`src/rtl/ysyx_23060208_defs.sv`:
```
// rtl/ysyx_23060208_defs.sv - shared constants and CLINT bus FSM state encoding
package ysyx_23060208_defs;

    // AXI read response codes
    localparam logic [1:0] RESP_OKAY   = 2'b00;
    localparam logic [1:0] RESP_SLVERR = 2'b10;

    // Device addresses, also used by the memory arbiter for routing
    localparam logic [31:0] RTC_ADDR    = 32'ha000_0048;
    localparam logic [31:0] SERIAL_ADDR = 32'ha000_03f8;

    typedef enum logic [1:0] {
        ST_IDLE = 2'd0,
        ST_WAIT = 2'd1,
        ST_RESP = 2'd2
    } clint_state_t;

endpackage

```
`src/rtl/ysyx_23060208_clint_timer.sv`:
```
// rtl/ysyx_23060208_clint_timer.sv - prescaled free-running 64-bit mtime counter
//
// Ports:
//   clk, rst : clock, synchronous active-high reset
//   mtime    : current timer value; advances once every TICK_DIV clk cycles
module ysyx_23060208_clint_timer #(
    parameter int TICK_DIV = 1
) (
    input  logic        clk,
    input  logic        rst,
    output logic [63:0] mtime
);

    localparam logic [15:0] DIV_LAST = 16'(TICK_DIV - 1);

    logic [15:0] prescaler;

    // mtime wraps silently at 2^64-1
    always_ff @(posedge clk) begin
        if (rst) begin
            prescaler <= 16'd0;
            mtime     <= 64'd0;
        end else if (prescaler == DIV_LAST) begin
            prescaler <= 16'd0;
            mtime     <= mtime + 64'd1;
        end else begin
            prescaler <= prescaler + 16'd1;
        end
    end

endmodule

```
`src/rtl/ysyx_23060208_clint.sv`:
```
// rtl/ysyx_23060208_clint.sv - AXI4-Lite read-only CLINT serving mtime low/high words
//
// Ports:
//   clk, rst           : clock, synchronous active-high reset
//   araddr/arvalid/    : read address channel (one outstanding transaction)
//   arready
//   rdata/rresp/       : read data channel; OKAY for the two mtime words,
//   rvalid/rready        SLVERR with zero data for any other address
//   mtime_o            : live timer value for debug and difftest
import ysyx_23060208_defs::*;

module ysyx_23060208_clint #(
    parameter int                DATA_WIDTH = 32,
    parameter int                ADDR_WIDTH = 32,
    parameter logic [31:0]       BASE_ADDR  = RTC_ADDR,
    parameter int                TICK_DIV   = 1,
    parameter int                RD_LATENCY = 1
) (
    input  logic                  clk,
    input  logic                  rst,
    input  logic [ADDR_WIDTH-1:0] araddr,
    input  logic                  arvalid,
    output logic                  arready,
    output logic [DATA_WIDTH-1:0] rdata,
    output logic [1:0]            rresp,
    output logic                  rvalid,
    input  logic                  rready,
    output logic [63:0]           mtime_o
);

    localparam logic [ADDR_WIDTH-1:0] LO_ADDR  = ADDR_WIDTH'(BASE_ADDR);
    localparam logic [ADDR_WIDTH-1:0] HI_ADDR  = LO_ADDR + ADDR_WIDTH'(4);
    localparam logic [3:0]            LAT_LOAD = 4'(RD_LATENCY - 1);

    clint_state_t state, next_state;
    logic [3:0]   lat_cnt;
    logic [63:0]  mtime;
    logic [63:0]  snapshot;
    logic         ar_fire;
    logic         r_fire;

    ysyx_23060208_clint_timer #(
        .TICK_DIV (TICK_DIV)
    ) u_timer (
        .clk   (clk),
        .rst   (rst),
        .mtime (mtime)
    );

    assign mtime_o = mtime;
    assign arready = (state == ST_IDLE) && !rst;
    assign rvalid  = (state == ST_RESP) && !rst;
    assign ar_fire = arvalid && arready;
    assign r_fire  = rvalid && rready;

    always_comb begin
        next_state = state;
        case (state)
            ST_IDLE: if (ar_fire) next_state = (RD_LATENCY == 1) ? ST_RESP : ST_WAIT;
            // lat_cnt reaches 0 on this edge, so RESP lands RD_LATENCY cycles after AR
            ST_WAIT: if (lat_cnt == 4'd1) next_state = ST_RESP;
            ST_RESP: if (rready) next_state = ST_IDLE;
            default: next_state = ST_IDLE;
        endcase
    end

    always_ff @(posedge clk) begin
        if (rst) begin
            state    <= ST_IDLE;
            lat_cnt  <= 4'd0;
            rdata    <= '0;
            rresp    <= RESP_OKAY;
            snapshot <= 64'd0;
        end else begin
            state <= next_state;
            if (ar_fire) begin
                lat_cnt <= LAT_LOAD;
                // Low read freezes the whole 64-bit value so the high read is coherent
                if (araddr == LO_ADDR) begin
                    snapshot <= mtime;
                    rdata    <= DATA_WIDTH'(mtime[31:0]);
                    rresp    <= RESP_OKAY;
                end else if (araddr == HI_ADDR) begin
                    rdata    <= DATA_WIDTH'(snapshot[63:32]);
                    rresp    <= RESP_OKAY;
                end else begin
                    rdata    <= '0;
                    rresp    <= RESP_SLVERR;
                end
            end else if (state == ST_WAIT) begin
                lat_cnt <= lat_cnt - 4'd1;
            end
            if (r_fire) begin
                rdata <= '0;
                rresp <= RESP_OKAY;
            end
        end
    end

endmodule

```
`config.mk`:
```
export PLATFORM = sky130hd
export DESIGN_NAME = ysyx_23060208_clint
export DESIGN_NICKNAME = d
export VERILOG_FILES = /design/src/rtl/ysyx_23060208_defs.sv /design/src/rtl/ysyx_23060208_clint_timer.sv /design/src/rtl/ysyx_23060208_clint.sv
export SDC_FILE = /design/constraint.sdc
export NUM_CORES = 1
export LEC_CHECK = 0
export BUFFER_PORTS_ARGS = -buffer_cell sky130_fd_sc_hd__buf_2
export CAP_MARGIN = 5
export CORE_UTILIZATION = 50
export DETAILED_ROUTE_END_ITERATION = 10
export PLACE_DENSITY = 0.83
export RECOVER_POWER = 100
export SLEW_MARGIN = 0
export SYNTH_ARGS = -nofsm -noshare
export SYNTH_HDL_FRONTEND = slang
export SYNTH_SLANG_ARGS = --single-unit
```
`constraint.sdc`:
```
create_clock -name clk -period 3 [get_ports clk]
set_clock_uncertainty 0.15 [all_clocks]
set_input_delay 0.6 -clock clk [delete_from_list [all_inputs] [get_ports clk]]
set_output_delay 0.6 -clock clk [all_outputs]
set_load 0.1 [all_outputs]
```
Yosys cells after proc, flatten, opt, wreduce, memory -nomap -nowiden --
Index checks and enable logic that the tools add are counted. Widths: inputs -> output; s select.
Storage, ports and cells: flip-flop bits (word level) 184, output and inout bits 100, logic and storage cells 38
Operators by class: add/sub/neg operators 3, eq/ne operators 8, multiplexer cells 8, reductions and logical operators 12
Operator list (count):
- $add 64x1->64 const B | 1
- $eq 32x32->1 const B | 2
- $mux 32 | 2
- $add 16x1->16 const B | 1
- $logic_not 16->1 | 1
- $mux 2 | 5
- $ne 2x2->1 const B | 3
- $pmux 2 s3 | 1
- $reduce_or 2->1 | 3
- $eq 4x1->1 const B | 1
- $logic_and 1x1->1 | 4
- $sub 4x1->4 const B | 1
- $reduce_and 3->1 | 1
- $eq 2x1->1 const B | 1
- $eq 2x2->1 const B | 1
- $logic_not 2->1 | 1
- $reduce_and 2->1 | 1
- $logic_not 1->1 | 1

Longest topological paths before layout --
Gate-level depths: netlist of the first run.
depth in word-level cells 5, depth in mapped cells 9, depth with buffers taken out 7

By module --
A second synthesis of the first run with hierarchy kept.
Second synthesis, totals: cell total of the unflattened synthesis 781, area total of the unflattened synthesis 6849.1 µm²
By module, submodules not included:
- ysyx_23060208_clint_timer | times used 1, cells an instance 477, area an instance 3900.0 µm²
- ysyx_23060208_clint | times used 1, cells an instance 304, area an instance 2949.1 µm²

Worst setup path before layout of the first run --
Ideal clock, no wire load.
path type input -> register, from in rst, to reg rdata[22], arrival 3584 ps, required time 2780 ps, slack -805 ps, stages on the path 7, path buffers 2, cell sequence clkbuf_1 nor2_1 nand2_1 nor4_2 clkbuf_1 a22oi_1 a21oi_1
RTL lines:
- start: declaration | line ysyx_23060208_clint.sv:20 | input logic rst,
- $logic_not 1->1 | line ysyx_23060208_clint.sv:51 | assign arready = (state == ST_IDLE) && !rst;
- $logic_and 1x1->1 | line ysyx_23060208_clint.sv:51
- via arready | line ysyx_23060208_clint.sv:23 | output logic arready,
- $logic_and 1x1->1 | line ysyx_23060208_clint.sv:53 | assign ar_fire = arvalid && arready;
- end signal: assignment | line ysyx_23060208_clint.sv:81 | rdata <= DATA_WIDTH'(mtime[31:0]);
- end signal: assignment | line ysyx_23060208_clint.sv:84 | rdata <= DATA_WIDTH'(snapshot[63:32]);
- end: declaration | line ysyx_23060208_clint.sv:24 | output logic [DATA_WIDTH-1:0] rdata,
The timed path passes the listed nets, and every way through them passes these cells. A chain may end at the register's enable or synchronous reset.

Worst setup path after layout of the first run --
from reg u_timer.prescaler[0], to reg u_timer.mtime[26]
Between the ends: word-level cells in the longest chain between the ends 1
RTL lines:
- start: declaration | line ysyx_23060208_clint_timer.sv:16 | logic [15:0] prescaler;
- start signal: assignment | line ysyx_23060208_clint_timer.sv:27 | prescaler <= prescaler + 16'd1;
- $logic_not 16->1 | line ysyx_23060208_clint_timer.sv:23 | end else if (prescaler == DIV_LAST) begin
- end signal: assignment | line ysyx_23060208_clint_timer.sv:25 | mtime <= mtime + 64'd1;
- end: declaration | line ysyx_23060208_clint_timer.sv:11 | output logic [63:0] mtime
Every way passes these cells.

==> results by stage, run 1 <==
STA:
- The timing-limited maximum frequency is 353 MHz.
- The final max-slew violation count is 31.
- The worst pin sits at a relative slew slack of -8.23%.
- The final total negative setup slack is 0 ns.
- The final critical path takes up 94.5% of the cycle.
- Hold is met by 0.253 ns.
- Setup violations remaining at the end of the flow were counted as 0.
- Setup repair after global routing left no endpoint under its margin.
- The final hold violation count is 0.
- For the finished layout, the period the worst path requires is 2.83 ns.
- At the pin with the least slew margin, the transition time is 1.62 ns.

Global route:
- The number of global-route vias before repair is 5758.
- For met2 alone, demand over resource in global routing was 47.3%.
- The number of antenna violations at the first check in global routing is 0.
- For this run the aggregate overflow at the end of global routing stands at 0.
- Entering global routing, the biggest net connects 69 pins.
- The global routing stage identified its most utilized layer as met2.
- The global-route met3 utilization is 6.03%.
- The first-pass GRT wire length is 29300 um.
- The met1 demand-to-capacity share in global routing is 37.6%.
- In the global route stage, overall resource usage came out at 28.9%.

Pwr:
- The switching component of the power is 0.000931 W.
- Of the total power, the share spent switching nets is 21.0%.
- The total leakage power is 2.42 nW.
- The total power density per cell area is 572 mW/mm^2.
- Of the total power, combinational logic draws 3.2%.
- The sequential group share of total power is 44.1%.
- The internal portion of the total power is 0.00350 W.
- Of the total power, the clock network draws 52.7%.
- The peak supply drop is 387 uV.

Routing:
- The detailed router finished its first iteration with 705 violations.
- The routed layout has 6425 vias.
- The iteration count of the initial detailed-routing pass is 5.
- The post-detailed-route DRC marker count is 0.
- The routed length per placed instance is 16.9 um.
- The count of nets left with antenna violations once routing finished came out at 0.
- After detailed routing, the number of vias per cell comes to 5.91.
- The final layout contains routed wiring with a total length of 18400 um.

Setup path:
- The instance count on the critical path is 7.
- In this run the critical register-to-register path is launched from u_timer.prescaler[0]$_SDFF_PP0_.
- The category of the most critical setup path is reg -> reg.
- The endpoint kind of the worst setup timing path is a register.
- The master of the slowest instance on the critical path is or4_1.
- The worst setup path is launched from a register.
- The cell family contributing the most delay on the critical path is simple AND/OR/NAND/NOR gates.
- The critical path starts at u_timer.prescaler[0]$_SDFF_PP0_.
- The maximum fanout count along the critical path is 17.
- Data on the critical path is required at its endpoint by 3.20 ns.
- Traced cell by cell, the critical path runs through inv_1 > ha_1 > or4b_4 > or3_1 > or3_4 > or4_1 > a21oi_1.
- The critical path endpoint is u_timer.mtime[26]$_SDFFE_PP0N_.
- The number of buffers and inverters on the critical path is 1.
- The depth of the worst register-to-register path is 7.
- The worst-case register-to-register setup slack is 0.17 ns.
- The highest cell delay on the worst timing path is 0.54 ns.
- STA puts the critical path data arrival time at 3.03 ns.
- The worst flop-to-flop path endpoint is u_timer.mtime[26]$_SDFFE_PP0N_.

Finish:
- Summing all flip-flop and latch instances after layout gives 0.00292 sq mm.
- From synthesis to final layout, the design area changed by 22.7%.
- The area of combinational cells with multiple inputs is 0.00317 sq mm.
- The net count of the finished layout is 946.
- The layout cell share with drive strength beyond 1 is 10.8%.
- The most common cell after layout, fill and taps aside is dfxtp_1.
- The number of antenna cells inserted is 0.
- The final-layout fill cell count is 1066.
- Leaving out fill and tap cells, the most frequent cells in the layout are dfxtp_1 (146), nand2_1 (127), a21oi_1 (106).

CTS:
- After clock tree synthesis, the repair step resized 0 gates.
- The number of buffers created by CTS is 17.
- The later pin in the worst-skew pair is clocked with a latency of 0.43 ns.
- The number of clock sinks is 146.
- The clock tree from TritonCTS is built.
- The clock-pin slew of the registers on the worst-case setup and hold paths is 0.06 ns.
- The longest clock path from root to sink contains 2 buffers.
- The number of levels the H-tree was split into is 4.
- The tree is rooted in a clkbuf_16.
- After clock tree synthesis, the flow added hold-fix buffers numbering 0.
- The post-CTS repair timing setup buffer count is 0.

Logic synthesis:
- The Yosys step of the flow raised 0 warnings.
- The post-synthesis sequential area ratio is 46.3%.
- Synthesis inferred 146 register bits.
- In this run, synthesis inferred 0 flip-flops with an integrated enable.
- The post-synthesis average cell area is 8.18 sq um.
- The instance count of the mapped netlist is 772.
- The synthesized netlist occupies a cell area of 0.00632 sq mm.
- The share of async-settable or async-resettable flops after synthesis is 0%.
- The dominant synthesized flop cell is dfxtp_1.
- The total nets after synthesis is 811.
- The unique cell type count in the Yosys netlist is 40.

Place:
- The weighted congestion at the end of routability-driven global placement is 0.890.
- Buffers placed on the I/O ports in this run total 134.
- The half-perimeter wire length after placement is 12400 um.

Run status:
- The final reports fail on max-capacitance violations, max-slew violations.
- The flow ran to the end, but the final reports show violations.

Floorplan:
- The die area is 0.0131 sq mm.
- The I/O pin total is 136.
- The floorplan step set the die height to 114 um.
- The effective utilization at floorplan is 51.9%.
- In this run the standard cell core region covers 0.0122 sq mm.
- Row generation in the floorplan step produced 40 rows.
- The die is 114 um wide.

Flow run:
- Across the run, the number of max-cap violations was 1.

Hold path:
- The min-delay analysis places its worst path in the category in -> reg.
[logic make-up (layout without fill, tap and decap cells)]
kind of cell,Yosys count,after routing,share of synthesized area (%)
mux,5,5,0.792
flops,146,146,46.3
fa+ha+maj,3,3,0.594
compound gates,186,186,16.7
buf+inv,60,208,3.78
xor+xnor,31,31,4.30
simple gates,340,340,27.5
other cells,1,1,0.0594
[power by group through the flow]
stage          Combinational, W  Sequential (W)  Clock [W]
6_report               0.000144         0.00195    0.00233
4_1_cts                0.000146         0.00195    0.00233
5_1_grt                0.000152         0.00195    0.00242
3_3_place_gp           0.000144         0.00200          0
3_5_place_dp           0.000146         0.00200          0
2_1_floorplan         0.0000705         0.00203          0
[flip-flops by register name, indices dropped and copies added, names as in the netlist]
register,count
u_timer.prescaler,16
u_timer.mtime,64
snapshot,32
state,1
rresp,1
rdata,32
[stage by stage]
stage	setup slack (ns)	std cells	total power [W]	cell area [sq um]	utilization, %
after floorplan	0.0756	772	0.00210	6330	-
after global placement	0.164	1056	0.00214	7250	59.6
after detailed placement	0.113	1056	0.00214	7250	59.6
after CTS	0.0699	1088	0.00443	7910	65.0
after global routing	0.0520	1088	0.00452	7750	63.7
final	0.165	1088	0.00443	7750	63.7
[worst min-delay path by stage]
stage / start / slack, ns / to / depth (start not counted)
floorplan: snapshot[32]$_SDFFE_PP0P_ / 0.28 / snapshot[32]$_SDFFE_PP0P_ / 2
global placement: rdata[5]$_SDFFE_PP0P_ / 0.28 / rdata[5]$_SDFFE_PP0P_ / 2
detailed placement: rdata[5]$_SDFFE_PP0P_ / 0.29 / rdata[5]$_SDFFE_PP0P_ / 2
CTS: arvalid / 0.25 / state[1]$_SDFFE_PP0P_ / 3
global route: arvalid / 0.28 / state[1]$_SDFFE_PP0P_ / 3
finish: arvalid / 0.25 / state[1]$_SDFFE_PP0P_ / 3
[synthesized netlist by cell type (all sizes together), types with 7 or more instances]
cell | count | share of area (%)
dfxtp | 146 | 46
nand2 | 127 | 7.5
a21oi | 106 | 8.4
nor2 | 47 | 2.8
clkbuf | 40 | 2.4
nand4 | 32 | 3.2
o21ai | 31 | 2.5
or3 | 31 | 3.1
a22oi | 28 | 3.3
nand3 | 24 | 1.9
nor4 | 22 | 2.3
or4 | 20 | 2.4
xnor2 | 20 | 2.8
o31ai | 17 | 2.0
inv | 16 | 0.95
xor2 | 11 | 1.5
and3 | 7 | 0.69
and4 | 7 | 0.97
nor3 | 7 | 0.55
[metal layers]
| layer | wire length, um | vias to the layer above |
|---|---|---|
| met5 | 0 | - |
| met4 | 477 | 0 |
| met3 | 1520 | 41 |
| met2 | 8610 | 292 |
| met1 | 7830 | 3025 |
| li1 | - | 3067 |
[area by class of cell]
type                       count  share of cell area, %
sequential                   146                   37.7
clock inverter                 8                   1.89
tap                          168                   2.71
multi-input combinational    566                   40.9
clock buffer                  24                   6.60
timing repair buffer         160                   9.41
inverter                      16                  0.775
[worst reg2reg max path: stages, from the launching register on]
cell	delay (ns)
dfxtp_1	0.34
inv_1	0.06
ha_1	0.14
or4b_4	0.48
or3_1	0.41
or3_4	0.47
or4_1	0.54
a21oi_1	0.17
Power figures use the tool's default switching activity.
==> run 2, diff against run 1 <==
--- a/config.mk
+++ b/config.mk
@@ -9,9 +9,10 @@
 export CAP_MARGIN = 5
 export CORE_UTILIZATION = 50
 export DETAILED_ROUTE_END_ITERATION = 10
-export PLACE_DENSITY = 0.83
+export PLACE_DENSITY_LB_ADDON = 0.2
 export RECOVER_POWER = 100
 export SLEW_MARGIN = 0
 export SYNTH_ARGS = -nofsm -noshare
 export SYNTH_HDL_FRONTEND = slang
 export SYNTH_SLANG_ARGS = --single-unit
+export TNS_END_PERCENT = 50
==> run 2 against run 1 <==
  * The run now ends clean
  * Cell area up 0.23%
  * Worst hold slack improved by 0.015 ns
  * Maximum frequency fell by 0.47%
  * Worst setup slack lost 0.014 ns
  * Largest cell class unchanged
  * Sequential share of layout area fell by 0.085 points
  * Total power grew 1.6%
  * Critical path depth stayed put
  * Combinational power is essentially flat
  * Register-to-register slack about the same
  * Critical path type unchanged
  * Clock-buffer cell count down 6
==> results by stage, run 2 (synthesis results as in run 1) <==
Run status:
- Run status: complete, no violations (was finished with violations).

CTS:
- The cell at the root of the clock tree is clkbuf_16 (unchanged).
- The clock tree from TritonCTS is built (unchanged).
- The number of buffers inserted by hold repair at cts came to 0 (unchanged).
- The post-CTS repair timing setup buffer count is 0 (unchanged).
- The insertion delay to the later sink of the worst-skew pair is 0.43 ns (about the same).
- The number of levels the H-tree was split into came to 4 (unchanged).
- The number of buffers created by CTS is 17 (unchanged).
- The clock-pin slew of the registers on the worst-case setup and hold paths is 0.06 ns (about the same).
- The number of clock sinks was 146 (unchanged).
- The largest buffer count on any clock path is 2 (unchanged).

Finish:
- The area of combinational cells with multiple inputs came to 0.00318 sq mm (was 0.00317 sq mm).
- The net count of the finished layout is 945 (was 946).
- Commonest cells after routing, fill and taps aside: dfxtp_1 (146), nand2_1 (127), a21oi_1 (106) (unchanged).
- The final cell area excluding filler cells was 0.00777 sq mm (was 0.00775 sq mm).
- Top Registers: u_timer.mtime x64, rdata x32, snapshot x32 (unchanged).
- The final standard cell count with taps included and fillers excluded was 1087 (was 1088).
- The layout cell share with drive strength beyond 1 is 10.8% (about the same).
- The register with the most flip-flops is u_timer.mtime (unchanged).
- The number of flip-flops in the largest register is 64 (unchanged).
- The most common cell after layout, fill and taps aside is dfxtp_1 (unchanged).
- The number of antenna cells inserted is 0 (unchanged).
- The final-layout fill cell count is 1114 (was 1066).
- The post-synthesis to final-layout area growth is 23.0% (was 22.7%).
- The total area of sequential cells is 0.00292 sq mm (unchanged).

Pwr:
- The power share of the combinational group is 3.2% (about the same).
- The peak supply drop is 372 uV (was 387 uV).
- The total power density per cell area is 580 mW/mm^2 (was 572 mW/mm^2).
- The sequential group share of total power is 43.4% (was 44.1%).
- The clock network power share is 53.5% (was 52.7%).
- The design internal power is 0.00355 W (was 0.00350 W).
- The switching power as a share of total power is 21.1% (was 21.0%).
- The total leakage power is 2.41 nW (was 2.42 nW).
- The switching component of the power came to 0.000950 W (was 0.000931 W).

Global route:
- The number of global-route vias before repair was 5761 (was 5758).
- The pin count of the biggest net entering global routing came to 84 (was 69).
- The first-pass GRT wire length is 28900 um (was 29300 um).
- The number of antenna violations at the first check in global routing is 0 (unchanged).
- The leftover overflow at the end of global routing is 0 (unchanged).
- The combined global-route utilization of all metal layers is 28.1% (was 28.9%).

Floorplan:
- The horizontal extent of the die was 114 um (unchanged).
- The overall die height was 114 um (unchanged).
- The effective utilization at floorplan is 51.9% (unchanged).
- The die area is 0.0131 sq mm (unchanged).
- The floorplan core area was 0.0122 sq mm (unchanged).
- The site row count is 40 (unchanged).
- The I/O pin total is 136 (unchanged).

Setup path:
- The maximum fanout count along the critical path is 17 (unchanged).
- The category of the most critical setup path is reg -> reg (unchanged).
- The endpoint kind of the worst setup timing path is a register (unchanged).
- The critical path launch point type is a register (unchanged).
- The worst endpoint required time was 3.19 ns (was 3.20 ns).
- The data arrival time at the worst-slack endpoint is 3.04 ns (was 3.03 ns).

STA:
- Unrepaired setup endpoints after global routing: false (unchanged).
- The final max-slew violation count is 0 (was 31).
- The transition at the pin with the smallest max-transition slack is 1.34 ns (was 1.62 ns).
- The time the final worst path needs with I/O delays and setup is 2.85 ns (was 2.83 ns).
- The portion of the clock cycle consumed by the worst path in the final layout is 94.9% (was 94.5%).
- The total of endpoints with negative setup slack in the final report came to 0 (unchanged).
- The final hold violation count is 0 (unchanged).
- The worst max-slew margin expressed relative to the limit is 10.6% (was -8.23%).
- The worst-case setup margin in the final layout is 0.152 ns (was 0.165 ns).
- The timing-limited maximum frequency is 351 MHz (was 353 MHz).
- The final total negative setup slack came to 0 ns (unchanged).

Flow run:
- The number of maximum-capacitance constraint violations is 0 (was 1).

Routing:
- The routed wire length is 18200 um (was 18400 um).
- The number of DRC markers in iteration 0 is 685 (was 705).
- The via count is 6445 (was 6425).
- The routed length per placed instance came to 16.7 um (was 16.9 um).
- The number of vias per cell after detailed routing is 5.93 (was 5.91).
- The post-detailed-route DRC marker count is 0 (unchanged).
- The iteration count of the initial detailed-routing pass is 7 (was 5).
- The count of antenna-violating nets left after detailed routing is 0 (unchanged).

Hold path:
- The type of the tightest min-delay check is in -> reg (unchanged).

Place:
- The minimum setup slack after placement is 0.0448 ns (was 0.113 ns).
- The half-perimeter wire length after placement is 12700 um (was 12400 um).
- The number of cells in the design after placement is 1055 (was 1056).
- The number of port buffers is 134 (unchanged).
- The weighted congestion at the end of routability-driven global placement is 0.883 (was 0.890).
- The total cell area at the placement stage is 0.00724 sq mm (was 0.00725 sq mm).
==> run 2: cell types whose count changed in the layout (fill, tap and decap cells not counted), sizes merged <==
cell      delta
clkbuf       -5
buf          -2
bufinv       +2
clkinv       +2
clkinvlp     +2
==> run 2: layout make-up <==
| type | count | share of cell area [%] |
|---|---|---|
| tap | 168 | 2.71 |
| inverter | 16 | 0.773 |
| clock inverter | 14 | 3.03 |
| sequential | 146 | 37.6 |
| clock buffer | 18 | 5.65 |
| multi-input combinational | 566 | 41.0 |
| timing repair buffer | 159 | 9.28 |
==> run 2: through the flow <==
step | util [%] | hold WS, ns | power (W)
2_1_floorplan | - | 0.282 | 0.00210
3_3_place_gp | 59.5 | 0.290 | 0.00214
3_5_place_dp | 59.5 | 0.292 | 0.00214
4_1_cts | 65.1 | 0.260 | 0.00452
5_1_grt | 63.9 | 0.318 | 0.00461
6_report | 63.9 | 0.267 | 0.00450
==> run 2: worst paths after layout <==
kind | end | start | cells past startpoint | slack, ns
setup / recovery | u_timer.mtime[16]$_SDFFE_PP0N_ | u_timer.prescaler[0]$_SDFF_PP0_ | 7 | 0.15
hold / removal | state[1]$_SDFFE_PP0P_ | arvalid | 3 | 0.27
setup reg to reg | u_timer.mtime[16]$_SDFFE_PP0N_ | u_timer.prescaler[0]$_SDFF_PP0_ | 7 | 0.15
hold reg to reg | snapshot[51]$_SDFFE_PP0P_ | snapshot[51]$_SDFFE_PP0P_ | 2 | 0.30
==> run 2: repair_timing <==
item                                    4_1_cts  5_1_grt
resized for setup                             0        1
hold endpoints to repair                      0        0
endpoints found under the setup margin        0        4
==> run 2: layer usage <==
layer	track usage, %	vias up	wire length, um
met1	39.1	3079	8100
met4	9.87	0	362
met3	5.77	33	1230
met5	0	-	0
met2	43.2	257	8460
li1	-	3076	-
==> run 2: worst max-delay path, cell delays in order (launching register included) <==
cell and delay [ns]:
dfxtp_1 0.34, inv_1 0.07, ha_1 0.13, or4b_4 0.48, or3_4 0.41, or3_4 0.47, or4_1 0.51, a21oi_1 0.19
==> run 2: power groups by stage <==
stage                logic, W  clock network [W]  registers [W]
finish               0.000143            0.00241        0.00195
global placement     0.000142                  0        0.00200
detailed placement   0.000145                  0        0.00200
floorplan           0.0000702                  0        0.00203
CTS                  0.000146            0.00242        0.00195
global route         0.000151            0.00251        0.00195
==> run 3, diff against run 2 <==
--- a/config.mk
+++ b/config.mk
@@ -7,11 +7,13 @@
 export LEC_CHECK = 0
 export BUFFER_PORTS_ARGS = -buffer_cell sky130_fd_sc_hd__buf_2
 export CAP_MARGIN = 5
-export CORE_UTILIZATION = 50
+export CELL_PAD_IN_SITES_DETAIL_PLACEMENT = 2
+export CELL_PAD_IN_SITES_GLOBAL_PLACEMENT = 2
+export CORE_UTILIZATION = 31
 export DETAILED_ROUTE_END_ITERATION = 10
 export PLACE_DENSITY_LB_ADDON = 0.2
 export RECOVER_POWER = 100
-export SLEW_MARGIN = 0
+export SLEW_MARGIN = 40
 export SYNTH_ARGS = -nofsm -noshare
 export SYNTH_HDL_FRONTEND = slang
 export SYNTH_SLANG_ARGS = --single-unit
==> run 3 against run 2 <==
  * Register-to-register slack got worse by 0.03 ns
  * Critical path depth unchanged
  * Final cell count increased by 10%
  * Maximum frequency decreased by 1.1%
  * Non-clock buffer count increased by 12
  * Clock-buffer cell count increased by 1
  * Via count increased by 0.74%
  * Worst hold slack improved by 0.0096 ns
  * Sequential power about the same
  * Global-route usage decreased by 4.2 points
  * Sequential share of layout area decreased by 0.57 points
  * Sequential cell count unchanged
  * Critical path type unchanged
==> results by stage, run 3 (synthesis results as in run 1) <==
Setup path:
- The worst endpoint required time came to 3.19 ns (about the same).
- The library cell appearing most often on the critical path is or3_4 (unchanged).
- The endpoint kind of the worst setup timing path is a register (unchanged).
- The maximum fanout count along the critical path is 15 (was 17).
- The category of the most critical setup path is reg -> reg (unchanged).
- Cell Chain, Critical Path: inv_1 > ha_1 > or4b_4 > or3_4 > or3_4 > or4_1 > a21oi_1 (unchanged).
- The critical path startpoint is u_timer.prescaler[1]$_SDFF_PP0_ (was u_timer.prescaler[0]$_SDFF_PP0_).
- The master of the slowest instance on the critical path is or4_1 (unchanged).
- The worst reg2reg path startpoint is u_timer.prescaler[1]$_SDFF_PP0_ (was u_timer.prescaler[0]$_SDFF_PP0_).
- The highest cell delay on the worst timing path is 0.54 ns (was 0.51 ns).
- The worst-case register-to-register setup slack is 0.12 ns (was 0.15 ns).
- The critical path launch point type is a register (unchanged).
- The depth of the worst register-to-register path came to 7 (unchanged).
- The worst flop-to-flop path endpoint is u_timer.mtime[24]$_SDFFE_PP0N_ (was u_timer.mtime[16]$_SDFFE_PP0N_).
- The critical path endpoint is u_timer.mtime[24]$_SDFFE_PP0N_ (was u_timer.mtime[16]$_SDFFE_PP0N_).
- The data arrival time at the worst-slack endpoint is 3.07 ns (was 3.04 ns).

Finish:
- The number of flip-flops in the largest register came to 64 (unchanged).
- The final-layout fill cell count is 2301 (was 1114).
- The layout cell share with drive strength beyond 1 is 11.8% (was 10.8%).
- The register with the most flip-flops is u_timer.mtime (unchanged).
- The net count of the finished layout came to 957 (was 945).
- The total area of sequential cells is 0.00292 sq mm (unchanged).
- The number of antenna cells inserted is 0 (unchanged).
- The post-synthesis to final-layout area growth was 24.9% (was 23.0%).
- Top Registers: u_timer.mtime x64, rdata x32, snapshot x32 (unchanged).
- Commonest cells after routing, fill and taps aside: dfxtp_1 (146), nand2_1 (127), a21oi_1 (106) (unchanged).
- The area of combinational cells with multiple inputs is 0.00318 sq mm (unchanged).
- The most common cell after layout, fill and taps aside is dfxtp_1 (unchanged).

STA:
- The worst max-slew margin expressed relative to the limit is 20.6% (was 10.6%).
- The transition at the pin with the smallest max-transition slack is 1.20 ns (was 1.34 ns).
- The total of endpoints with negative setup slack in the final report was 0 (unchanged).
- Unrepaired setup endpoints after global routing: false (unchanged).
- The time the final worst path needs with I/O delays and setup is 2.88 ns (was 2.85 ns).
- The final hold violation count is 0 (unchanged).
- The tightest hold margin is 0.277 ns (was 0.267 ns).
- The portion of the clock cycle consumed by the worst path in the final layout came to 96.0% (was 94.9%).
- The timing-limited maximum frequency was 347 MHz (was 351 MHz).
- The final max-slew violation count is 0 (unchanged).

Floorplan:
- The die area was 0.0209 sq mm (was 0.0131 sq mm).
- The floorplan core area is 0.0197 sq mm (was 0.0122 sq mm).
- The site row count is 51 (was 40).
- The I/O pin total is 136 (unchanged).
- The horizontal extent of the die came to 145 um (was 114 um).
- The overall die height is 145 um (was 114 um).
- The effective utilization at floorplan is 32.0% (was 51.9%).

Global route:
- The number of antenna violations at the first check in global routing was 0 (unchanged).
- The leftover overflow at the end of global routing was 0 (unchanged).
- The pin count of the biggest net entering global routing is 61 (was 84).
- The number of global-route vias before repair was 6953 (was 5761).
- The combined global-route utilization of all metal layers was 23.9% (was 28.1%).
- The first-pass GRT wire length is 38200 um (was 28900 um).

Routing:
- The routed wire length is 24200 um (was 18200 um).
- The number of DRC markers in iteration 0 is 314 (was 685).
- The number of vias per cell after detailed routing is 5.43 (was 5.93).
- The post-detailed-route DRC marker count is 0 (unchanged).
- The via count is 6493 (was 6445).
- The iteration count of the initial detailed-routing pass was 4 (was 7).
- The count of antenna-violating nets left after detailed routing is 0 (unchanged).
- The routed length per placed instance was 20.2 um (was 16.7 um).

Pwr:
- The peak supply drop came to 385 uV (was 372 uV).
- The total power density per cell area is 538 mW/mm^2 (was 580 mW/mm^2).
- The overall power after layout is 0.00425 W (was 0.00450 W).
- The total leakage power is 2.43 nW (was 2.41 nW).

Place:
- The number of port buffers was 134 (unchanged).
- The weighted congestion at the end of routability-driven global placement is 0.758 (was 0.883).
- The half-perimeter wire length after placement is 17600 um (was 12700 um).

Flow run:
- The number of maximum-capacitance constraint violations is 0 (unchanged).

CTS:
- The number of clock sinks is 146 (unchanged).
- The clock tree from TritonCTS was built (unchanged).
- The insertion delay to the later sink of the worst-skew pair is 0.43 ns (about the same).
- The cell at the root of the clock tree is clkbuf_16 (unchanged).
- The largest buffer count on any clock path is 2 (unchanged).
- The number of levels the H-tree was split into is 4 (unchanged).
- The number of buffers inserted by hold repair at cts is 0 (unchanged).
- The clock-pin slew of the registers on the worst-case setup and hold paths is 0.07 ns (was 0.06 ns).
- The number of buffers created by CTS is 17 (unchanged).

Hold path:
- The type of the tightest min-delay check is in -> reg (unchanged).

Run status:
- Run status: complete, no violations (unchanged).
run 3: changes by cell type in the layout (fill, tap and decap cells not counted):
| cell | delta |
|---|---|
| clkbuf_1 | +1 |
| clkbuf_2 | +2 |
| clkbuf_8 | -1 |
| clkinv_2 | -2 |
| or2_1 | +1 |
| bufinv_16 | -4 |
| inv_6 | +6 |
| clkinvlp_4 | -1 |
| or2_0 | -1 |
| buf_4 | +11 |
run 3: worst max-delay path, delay by kind of cell (launching register included):
kind | cells | cell delay [ns]
AND/OR/NAND/NOR | 4 | 1.92
AO/OA/AOI/OAI | 1 | 0.16
adder cells (fa/ha/maj) | 1 | 0.14
flip-flops | 1 | 0.34
buffers and inverters | 1 | 0.07
run 3: timing repair:
item / 4_1_cts / 5_1_grt
endpoints found under the setup margin: 1 / 0
endpoints found under the hold margin: 0 / 0
buffers inserted: 0 / 0
resized for setup: 1 / 0
run 3: worst min-delay path by stage:
stage                                    startpoint                   endpoint  slack [ns]  depth (start not counted)
after floorplan           snapshot[32]$_SDFFE_PP0P_  snapshot[32]$_SDFFE_PP0P_        0.28                          2
after global placement    snapshot[50]$_SDFFE_PP0P_  snapshot[50]$_SDFFE_PP0P_        0.29                          2
after detailed placement  snapshot[50]$_SDFFE_PP0P_  snapshot[50]$_SDFFE_PP0P_        0.30                          2
after CTS                                   arvalid      state[1]$_SDFFE_PP0P_        0.27                          3
after global routing                        arvalid      state[1]$_SDFFE_PP0P_        0.29                          3
final                                       arvalid      state[1]$_SDFFE_PP0P_        0.28                          3
run 3: layer usage:
layer | vias up | part of all wire, % | track usage (%)
li1 | 3086 | - | -
met1 | 3291 | 47 | 31.0
met2 | 97 | 50 | 41.5
met3 | 19 | 2.8 | 3.06
met4 | 0 | 0.96 | 6.32
met5 | - | 0 | 0
run 3: area by class of cell:
type                       instances  share of cell area [%]
clock buffer                      19                    5.49
timing repair buffer             171                    10.3
tap                              265                    4.20
inverter                          16                   0.761
clock inverter                    13                    1.90
sequential                       146                    37.0
multi-input combinational        566                    40.3
run 3: power breakdown:
part,switching (W),internal (W),leakage (nW),total (W)
registers,0.00000824,0.00194,1.18,0.00195
clock network,0.000903,0.00124,0.280,0.00215
logic,0.000117,0.0000324,0.975,0.000149
total,0.00103,0.00322,2.43,0.00425
run 3: metrics by stage:
step | instances | cell area (sq um) | utilization [%] | setup slack, ns | setup TNS [ns]
6_report | 1196 | 7890 | 40.0 | 0.119 | 0
5_1_grt | 1196 | 7890 | 40.0 | 0.00881 | 0
3_5_place_dp | 1164 | 7450 | 37.8 | 0.0269 | 0
2_1_floorplan | 772 | 6320 | - | -0.106 | -0.106
3_3_place_gp | 1164 | 7450 | 37.8 | 0.138 | 0
4_1_cts | 1196 | 8040 | 40.8 | 0.148 | 0
